<file path="src/rtl/avalon_burst_slave.sv">
// Avalon-MM burst slave over a word memory, with a compute CSR (start/busy/done) at address 0.
// Write resp at T+1, read data at T+2 (decode errors at T+1); only IDLE/BWR/BERR_W drop waitrequest.
module avalon_burst_slave #(
    parameter int DATA_W   = 32,
    parameter int ADDR_W   = 11,
    parameter int BURST_W  = 10,
    parameter int MAX_ADDR = 1580
) (
    input  logic               clk,
    input  logic               rst,
    input  logic               read,
    input  logic               write,
    input  logic               beginbursttransfer,
    input  logic [BURST_W-1:0] burstcount,
    input  logic [ADDR_W-1:0]  address,
    input  logic [DATA_W-1:0]  writedata,
    output logic               waitrequest,
    output logic [DATA_W-1:0]  readdata,
    output logic               readdatavalid,
    output logic               writeresponsevalid,
    output logic [1:0]         response,
    output logic               mem_we,
    output logic               mem_re,
    output logic [ADDR_W-1:0]  mem_addr,
    output logic [DATA_W-1:0]  mem_wdata,
    input  logic [DATA_W-1:0]  mem_rdata,
    output logic               start_calc,
    input  logic               done_calc
);
    localparam int SUM_W = ((ADDR_W > BURST_W) ? ADDR_W : BURST_W) + 1;
    localparam logic [SUM_W-1:0] MAX_W = SUM_W'(MAX_ADDR);
    localparam logic [1:0] RESP_OK     = 2'b00;
    localparam logic [1:0] RESP_SLVERR = 2'b10;
    localparam logic [1:0] RESP_DECERR = 2'b11;

    typedef enum logic [2:0] {
        IDLE, WR_RESP, RD_ISSUE, RD_RESP, BWR, BRD, BERR_W, BERR_R
    } state_t;

    state_t state, state_nxt;

    logic [ADDR_W-1:0]  addr_q, beat_addr;
    logic [DATA_W-1:0]  wdata_q;
    logic [BURST_W-1:0] rem;
    logic [1:0]         resp_q, resp_idle;
    logic               csr_q, start_q, busy, done, wr_pend, rd_pend;

    logic [SUM_W-1:0] addr_ext, end_ext;
    logic addr_nz, single_ok, burst_ok, is_csr, csr_wr, csr_start, rem_last;

    // Range arithmetic is one bit wider than the address so address+count cannot wrap.
    assign addr_ext  = SUM_W'(address);
    assign end_ext   = addr_ext + SUM_W'(burstcount);
    assign addr_nz   = address != '0;
    assign single_ok = addr_nz && (addr_ext < MAX_W);
    assign burst_ok  = addr_nz && (burstcount != '0) && (end_ext <= MAX_W);
    assign is_csr    = !addr_nz && !beginbursttransfer;
    assign csr_wr    = (state == IDLE) && write && !read && is_csr;
    assign csr_start = csr_wr && writedata[0] && !busy;
    assign rem_last  = rem == BURST_W'(1);

    always_comb begin
        resp_idle = RESP_OK;
        if (read && write) begin
            resp_idle = RESP_DECERR;
        end else if (beginbursttransfer) begin
            resp_idle = burst_ok ? RESP_OK : RESP_DECERR;
        end else if (is_csr) begin
            resp_idle = (write && writedata[0] && busy) ? RESP_SLVERR : RESP_OK;
        end else begin
            resp_idle = single_ok ? RESP_OK : RESP_DECERR;
        end
    end

    always_ff @(posedge clk) begin
        if (rst) begin
            state <= IDLE;
        end else begin
            state <= state_nxt;
        end
    end

    always_comb begin
        state_nxt          = state;
        waitrequest        = 1'b1;
        readdata           = '0;
        readdatavalid      = 1'b0;
        writeresponsevalid = 1'b0;
        response           = RESP_OK;
        mem_we             = 1'b0;
        mem_re             = 1'b0;
        mem_addr           = '0;
        mem_wdata          = '0;
        start_calc         = 1'b0;
        case (state)
            IDLE: begin
                waitrequest = 1'b0;
                if (read && write) begin
                    state_nxt = WR_RESP;
                end else if (write) begin
                    if (!beginbursttransfer || burstcount <= BURST_W'(1)) begin
                        state_nxt = WR_RESP;
                    end else begin
                        state_nxt = burst_ok ? BWR : BERR_W;
                    end
                end else if (read) begin
                    if (beginbursttransfer) begin
                        if (!burst_ok) begin
                            state_nxt = BERR_R;
                        end else begin
                            state_nxt = (burstcount == BURST_W'(1)) ? RD_ISSUE : BRD;
                        end
                    end else begin
                        state_nxt = (single_ok || is_csr) ? RD_ISSUE : RD_RESP;
                    end
                end
            end
            WR_RESP: begin
                writeresponsevalid = 1'b1;
                response           = resp_q;
                mem_we             = !csr_q && (resp_q == RESP_OK);
                mem_addr           = addr_q;
                mem_wdata          = wdata_q;
                start_calc         = start_q;
                state_nxt          = IDLE;
            end
            RD_ISSUE: begin
                mem_re    = !csr_q;
                mem_addr  = addr_q;
                state_nxt = RD_RESP;
            end
            RD_RESP: begin
                readdatavalid = 1'b1;
                response      = resp_q;
                if (resp_q == RESP_OK) begin
                    readdata = csr_q ? DATA_W'({done, busy}) : mem_rdata;
                end
                state_nxt = IDLE;
            end
            BWR, BERR_W: begin
                waitrequest = 1'b0;
                mem_we      = (state == BWR) && wr_pend;
                mem_addr    = addr_q;
                mem_wdata   = wdata_q;
                if (write && rem_last) begin
                    state_nxt = WR_RESP;
                end
            end
            BRD: begin
                mem_re        = 1'b1;
                mem_addr      = addr_q;
                readdatavalid = rd_pend;
                readdata      = rd_pend ? mem_rdata : '0;
                if (rem_last) begin
                    state_nxt = RD_RESP;
                end
            end
            BERR_R: begin
                readdatavalid = 1'b1;
                response      = RESP_DECERR;
                if (rem_last) begin
                    state_nxt = IDLE;
                end
            end
            default: state_nxt = IDLE;
        endcase
    end

    always_ff @(posedge clk) begin
        if (rst) begin
            addr_q    <= '0;
            beat_addr <= '0;
            wdata_q   <= '0;
            rem       <= '0;
            resp_q    <= RESP_OK;
            csr_q     <= 1'b0;
            start_q   <= 1'b0;
            busy      <= 1'b0;
            done      <= 1'b0;
            wr_pend   <= 1'b0;
            rd_pend   <= 1'b0;
        end else begin
            // A done pulse coinciding with a CSR clear leaves done set.
            if (done_calc) begin
                busy <= 1'b0;
                done <= 1'b1;
            end
            if (csr_start) begin
                busy <= 1'b1;
            end
            if (csr_wr && writedata[1] && !done_calc) begin
                done <= 1'b0;
            end
            case (state)
                IDLE: begin
                    start_q   <= csr_start;
                    wr_pend   <= 1'b1;
                    rd_pend   <= 1'b0;
                    csr_q     <= is_csr && !(read && write);
                    resp_q    <= resp_idle;
                    addr_q    <= address;
                    wdata_q   <= writedata;
                    beat_addr <= address + ADDR_W'(1);
                    if (write) begin
                        rem <= burstcount - BURST_W'(1);
                    end else begin
                        rem <= (burstcount == '0) ? BURST_W'(1) : burstcount;
                    end
                end
                BWR, BERR_W: begin
                    wr_pend <= write;
                    if (write) begin
                        addr_q    <= beat_addr;
                        wdata_q   <= writedata;
                        beat_addr <= beat_addr + ADDR_W'(1);
                        rem       <= rem - BURST_W'(1);
                    end
                end
                BRD: begin
                    addr_q  <= addr_q + ADDR_W'(1);
                    rem     <= rem - BURST_W'(1);
                    rd_pend <= 1'b1;
                end
                BERR_R: begin
                    rem <= rem - BURST_W'(1);
                end
                default: begin
                end
            endcase
        end
    end
endmodule

</file>
<file path="config.mk">
export PLATFORM = sky130hd
export DESIGN_NAME = avalon_burst_slave
export DESIGN_NICKNAME = d
export VERILOG_FILES = /design/src/rtl/avalon_burst_slave.sv
export SDC_FILE = /design/constraint.sdc
export NUM_CORES = 1
export LEC_CHECK = 0
export ABC_CLOCK_PERIOD_IN_PS = 3400
export CAP_MARGIN = 0
export CORE_MARGIN = 4
export CORE_UTILIZATION = 48
export CTS_BUF_LIST = sky130_fd_sc_hd__clkbuf_2 sky130_fd_sc_hd__clkbuf_4 sky130_fd_sc_hd__clkbuf_8
export CTS_CLUSTER_SIZE = 14
export DETAILED_ROUTE_END_ITERATION = 10
export PLACE_DENSITY_LB_ADDON = 0.25
export SETUP_SLACK_MARGIN = 0.4
export SLEW_MARGIN = 20
export SYNTH_ARGS = -nofsm -noshare
export SYNTH_HDL_FRONTEND = slang
export SYNTH_SLANG_ARGS = --single-unit
</file>
<file path="constraint.sdc">
create_clock -name clk -period 3.4 [get_ports clk]
set_input_delay 0.51 -clock clk [delete_from_list [all_inputs] [get_ports clk]]
set_output_delay 0.51 -clock clk [all_outputs]
set_load 0.01 [all_outputs]
</file>
==> impl_metrics.csv, run 1 <==
group,metric,value,unit
status,status,"finished, final reports clean",
final_layout,final_layout_size_suffix_gt1_frac,0.0811,
global_routing,grt_pass1_wl,28700,µm
die,initial_core_util,0.491,
global_routing,grt_max_degree,51,
routing,ant_nets,0,
synth,synth_edf_count,0,
critical_path,r2r_slack,0.77,ns
global_routing,grt_pass1_vias,5921,
routing,drt-total-wl,18500,µm
placed_design,place.detailed.hpwl,13700,µm
sta,timing.final.max_slew_violations,0,
synth,yosysWarnings,0,
synth,synth_async_sr_flop_share,0,
synth,postSynthAreaPerCell,7.13,µm²
pwr,peakVddDrop,0.000470,V
critical_path,source_of_the_critical_timing_path,"state[0]",
synth,synthesis.instances,746,
placed_design,port_buf_inserts,173,
critical_path,timing.reg2reg.worst_path_depth,10,
die,io_pins,174,
min_path,hold_path.class,"reg2reg",
placed_design,place_congestion,0.898,
sta,hold_violations,0,
routing,vias_after_detailed_routing,6357,
final_layout,final_cell_mix,"clkdlybuf4s50_1, nand2_1, a21oi_1",
pwr,power_density_over_the_cells,709,nW/µm²
min_path,hold-path-cell-count,2,
critical_path,r2r_start,"state[2]",
cts,worstSkewPairLatency,0.36,ns
routing,drt_drc_violations_left,0,
routing,firstDrtPassIters,5,
die,core_region_area,10800,µm²
cts,cts_hold_buffers,0,
sta,period_needed,2.95,ns
cts,clock-root-buffer,"clkbuf_8",
die,fp.dieH,113,µm
global_routing,gr_usage_total,0.270,
critical_path,crit_arrival,2.44,ns
final_layout,final_common_cell,"clkdlybuf4s50_1",
placed_design,postPlaceCellArea,7240,µm²
sta,grt_setup_unrepaired,"true",
routing,detail_route.wirelength.met1,7390,µm
critical_path,cp.required,2.89,ns
die,floorplan.die_area,12800,µm²
routing,viasPerCell,6.04,
final_layout,layout.filler_cells,920,
final_layout,final_stage_net_count,1016,
routing,drt-wirelength-per-cell,17.5,µm
synth,syn_area,5320,µm²
synth,synth.lib_cells_used.distinct,77,
die,placement_rows,38,
final_layout,area_growth,40.4,%
cts,cts_tree,"built",
min_path,hold_path.startpoint,"wdata_q[23]",
global_routing,globalRouteOverflowTotal,0,
sta,max-slew-margin-rel,0.449,
sta,worst_slew_pin_slew,0.826,ns
cts,clock_path_buffers,2,
die,chipWidth,113,µm
critical_path,crit_type,"reg2out",
sta,finalSetupViolCount,0,
pwr,p_leak,3.04,nW
synth,ys.flop_type,"dfxtp_1",
cts,cts-buffers-inserted,9,
sta,finalCritPeriodShare,0.867,
routing,routed-wl-met2,9190,µm
critical_path,critPathLaunchType,"register",
final_layout,final_cell_area,7470,µm²
cts,cts.repair_timing.setup_buffer_count,0,
cts,cts_max_level,3,
routing,highest-signal-layer,"met4",
synth,synth_seq_area_share,0.282,
cts,cts_clk_pin_slew_worst_paths,0.09,ns
flow_run,drv_cap,0,
sta,finClkSkew,0.00846,ns
global_routing,initial_antenna_violation_count,0,
synth,syn_nets,854,
sta,max_freq,339,MHz
routing,met3WireLength,1430,µm
critical_path,critical_path_peak_fanout,16,
sta,fin_hold_ws,0.456,ns
critical_path,cp-end-kind,"output pin",
routing,drtIter0Drc,630,
synth,register_bit_count_reported_by_yosys,75,
cts,tritoncts_num_sinks,75,
final_layout,ant_diodes,0,
## metrics by stage
step	instances	TNS [ns]	utilization	power, mW	worst slack, ns
floorplan	746	0	-	3.45	0.587
global placement	1035	-0.0221	0.667	4.43	-0.0221
detailed placement	1035	-0.227	0.668	4.55	-0.100
CTS	1051	0	0.686	5.23	0.404
global route	1053	0	0.689	5.69	0.342
finish	1053	0	0.689	5.30	0.453
## area by class of cell
class                   count  area [µm²]  area share
multi-input cells         607        3610       0.484
repair buffers            201        1940       0.260
flip-flops and latches     75        1500       0.201
well taps                 140         175      0.0234
clock buffers               9         124      0.0166
clock inverters             7        60.1     0.00804
inverters                  14        52.6     0.00703
## cells in the mapped netlist (4+ instances only)
master,count,area [µm²]
a211oi_1,5,37.5
a21o_1,7,52.6
a21oi_1,78,390
a221oi_1,7,61.3
a222oi_1,6,60.1
a22o_1,4,35.0
a22oi_1,5,37.5
a311oi_1,4,35.0
a31oi_1,11,68.8
and2_1,6,37.5
and3_1,49,307
buf_1,5,18.8
clkbuf_1,44,165
dfxtp_1,75,1500
ha_1,16,200
inv_1,12,45.0
mux2i_1,8,80.1
nand2_1,133,499
nand2b_1,8,50.1
nand3_1,24,120
nor2_1,58,218
nor2b_1,38,238
nor3_1,17,85.1
nor4_1,7,43.8
o2111ai_1,4,35.0
o211ai_1,9,67.6
o21ai_0,23,115
o21ai_1,9,45.0
xnor2_1,6,52.6
xor2_1,4,35.0
## kinds of logic (layout without fill, tap and decap cells)
family | count (synthesis) | after routing | share of synthesized area
simple gates | 354 | 355 | 0.321
compound gates | 214 | 214 | 0.270
flops | 75 | 75 | 0.282
buf+inv | 65 | 231 | 0.0463
fa+ha+maj | 17 | 17 | 0.0414
xor+xnor | 11 | 11 | 0.0195
mux | 10 | 10 | 0.0193
## timing repair
| action | CTS | global route |
|---|---|---|
| resized for setup | 7 | 7 |
| pin swaps | 2 | 0 |
| setup endpoints to repair | 50 | 25 |
| cloned | 0 | 2 |
## metal layers
layer | vias to the layer above | GRT usage
met3 | 39 | 0.0364
met2 | 309 | 0.477
li1 | 3036 | -
met1 | 2973 | 0.335
met4 | 0 | 0.0946
met5 | - | 0
## path summary, 6_finish.rpt
path,end
max,mem_wdata[0]
min reg2reg,wdata_q[23]
max reg2reg,beat_addr[8]
min,wdata_q[23]
## state kept, by name, indices dropped and copies added, names as in the netlist
register   flops
wdata_q       32
addr_q        11
beat_addr     11
rem           10
state          3
resp_q         2
busy           1
csr_q          1
done           1
rd_pend        1
start_q        1
wr_pend        1
## worst max-delay path, stage by stage, from the launching register on
cell             delay, ns
dfxtp_2               0.47
inv_2                 0.20
nor3_2                0.43
nor2_2                0.25
nor2b_1               0.17
clkdlybuf4s50_1       0.55
## where the power goes
part,internal (mW),switching [mW],total (mW)
clock network,0.279,0.392,0.671
registers,1.19,0.342,1.54
logic,1.29,1.80,3.09
total,2.77,2.53,5.30
Note: power is estimated with default switching activity, not from simulation.
==> run 2, diff against run 1 <==
Settings changed: CTS_CLUSTER_DIAMETER set to 40.
==> results of run 2 <==
The final DEF is identical to that of run 1; final timing and power are the same.
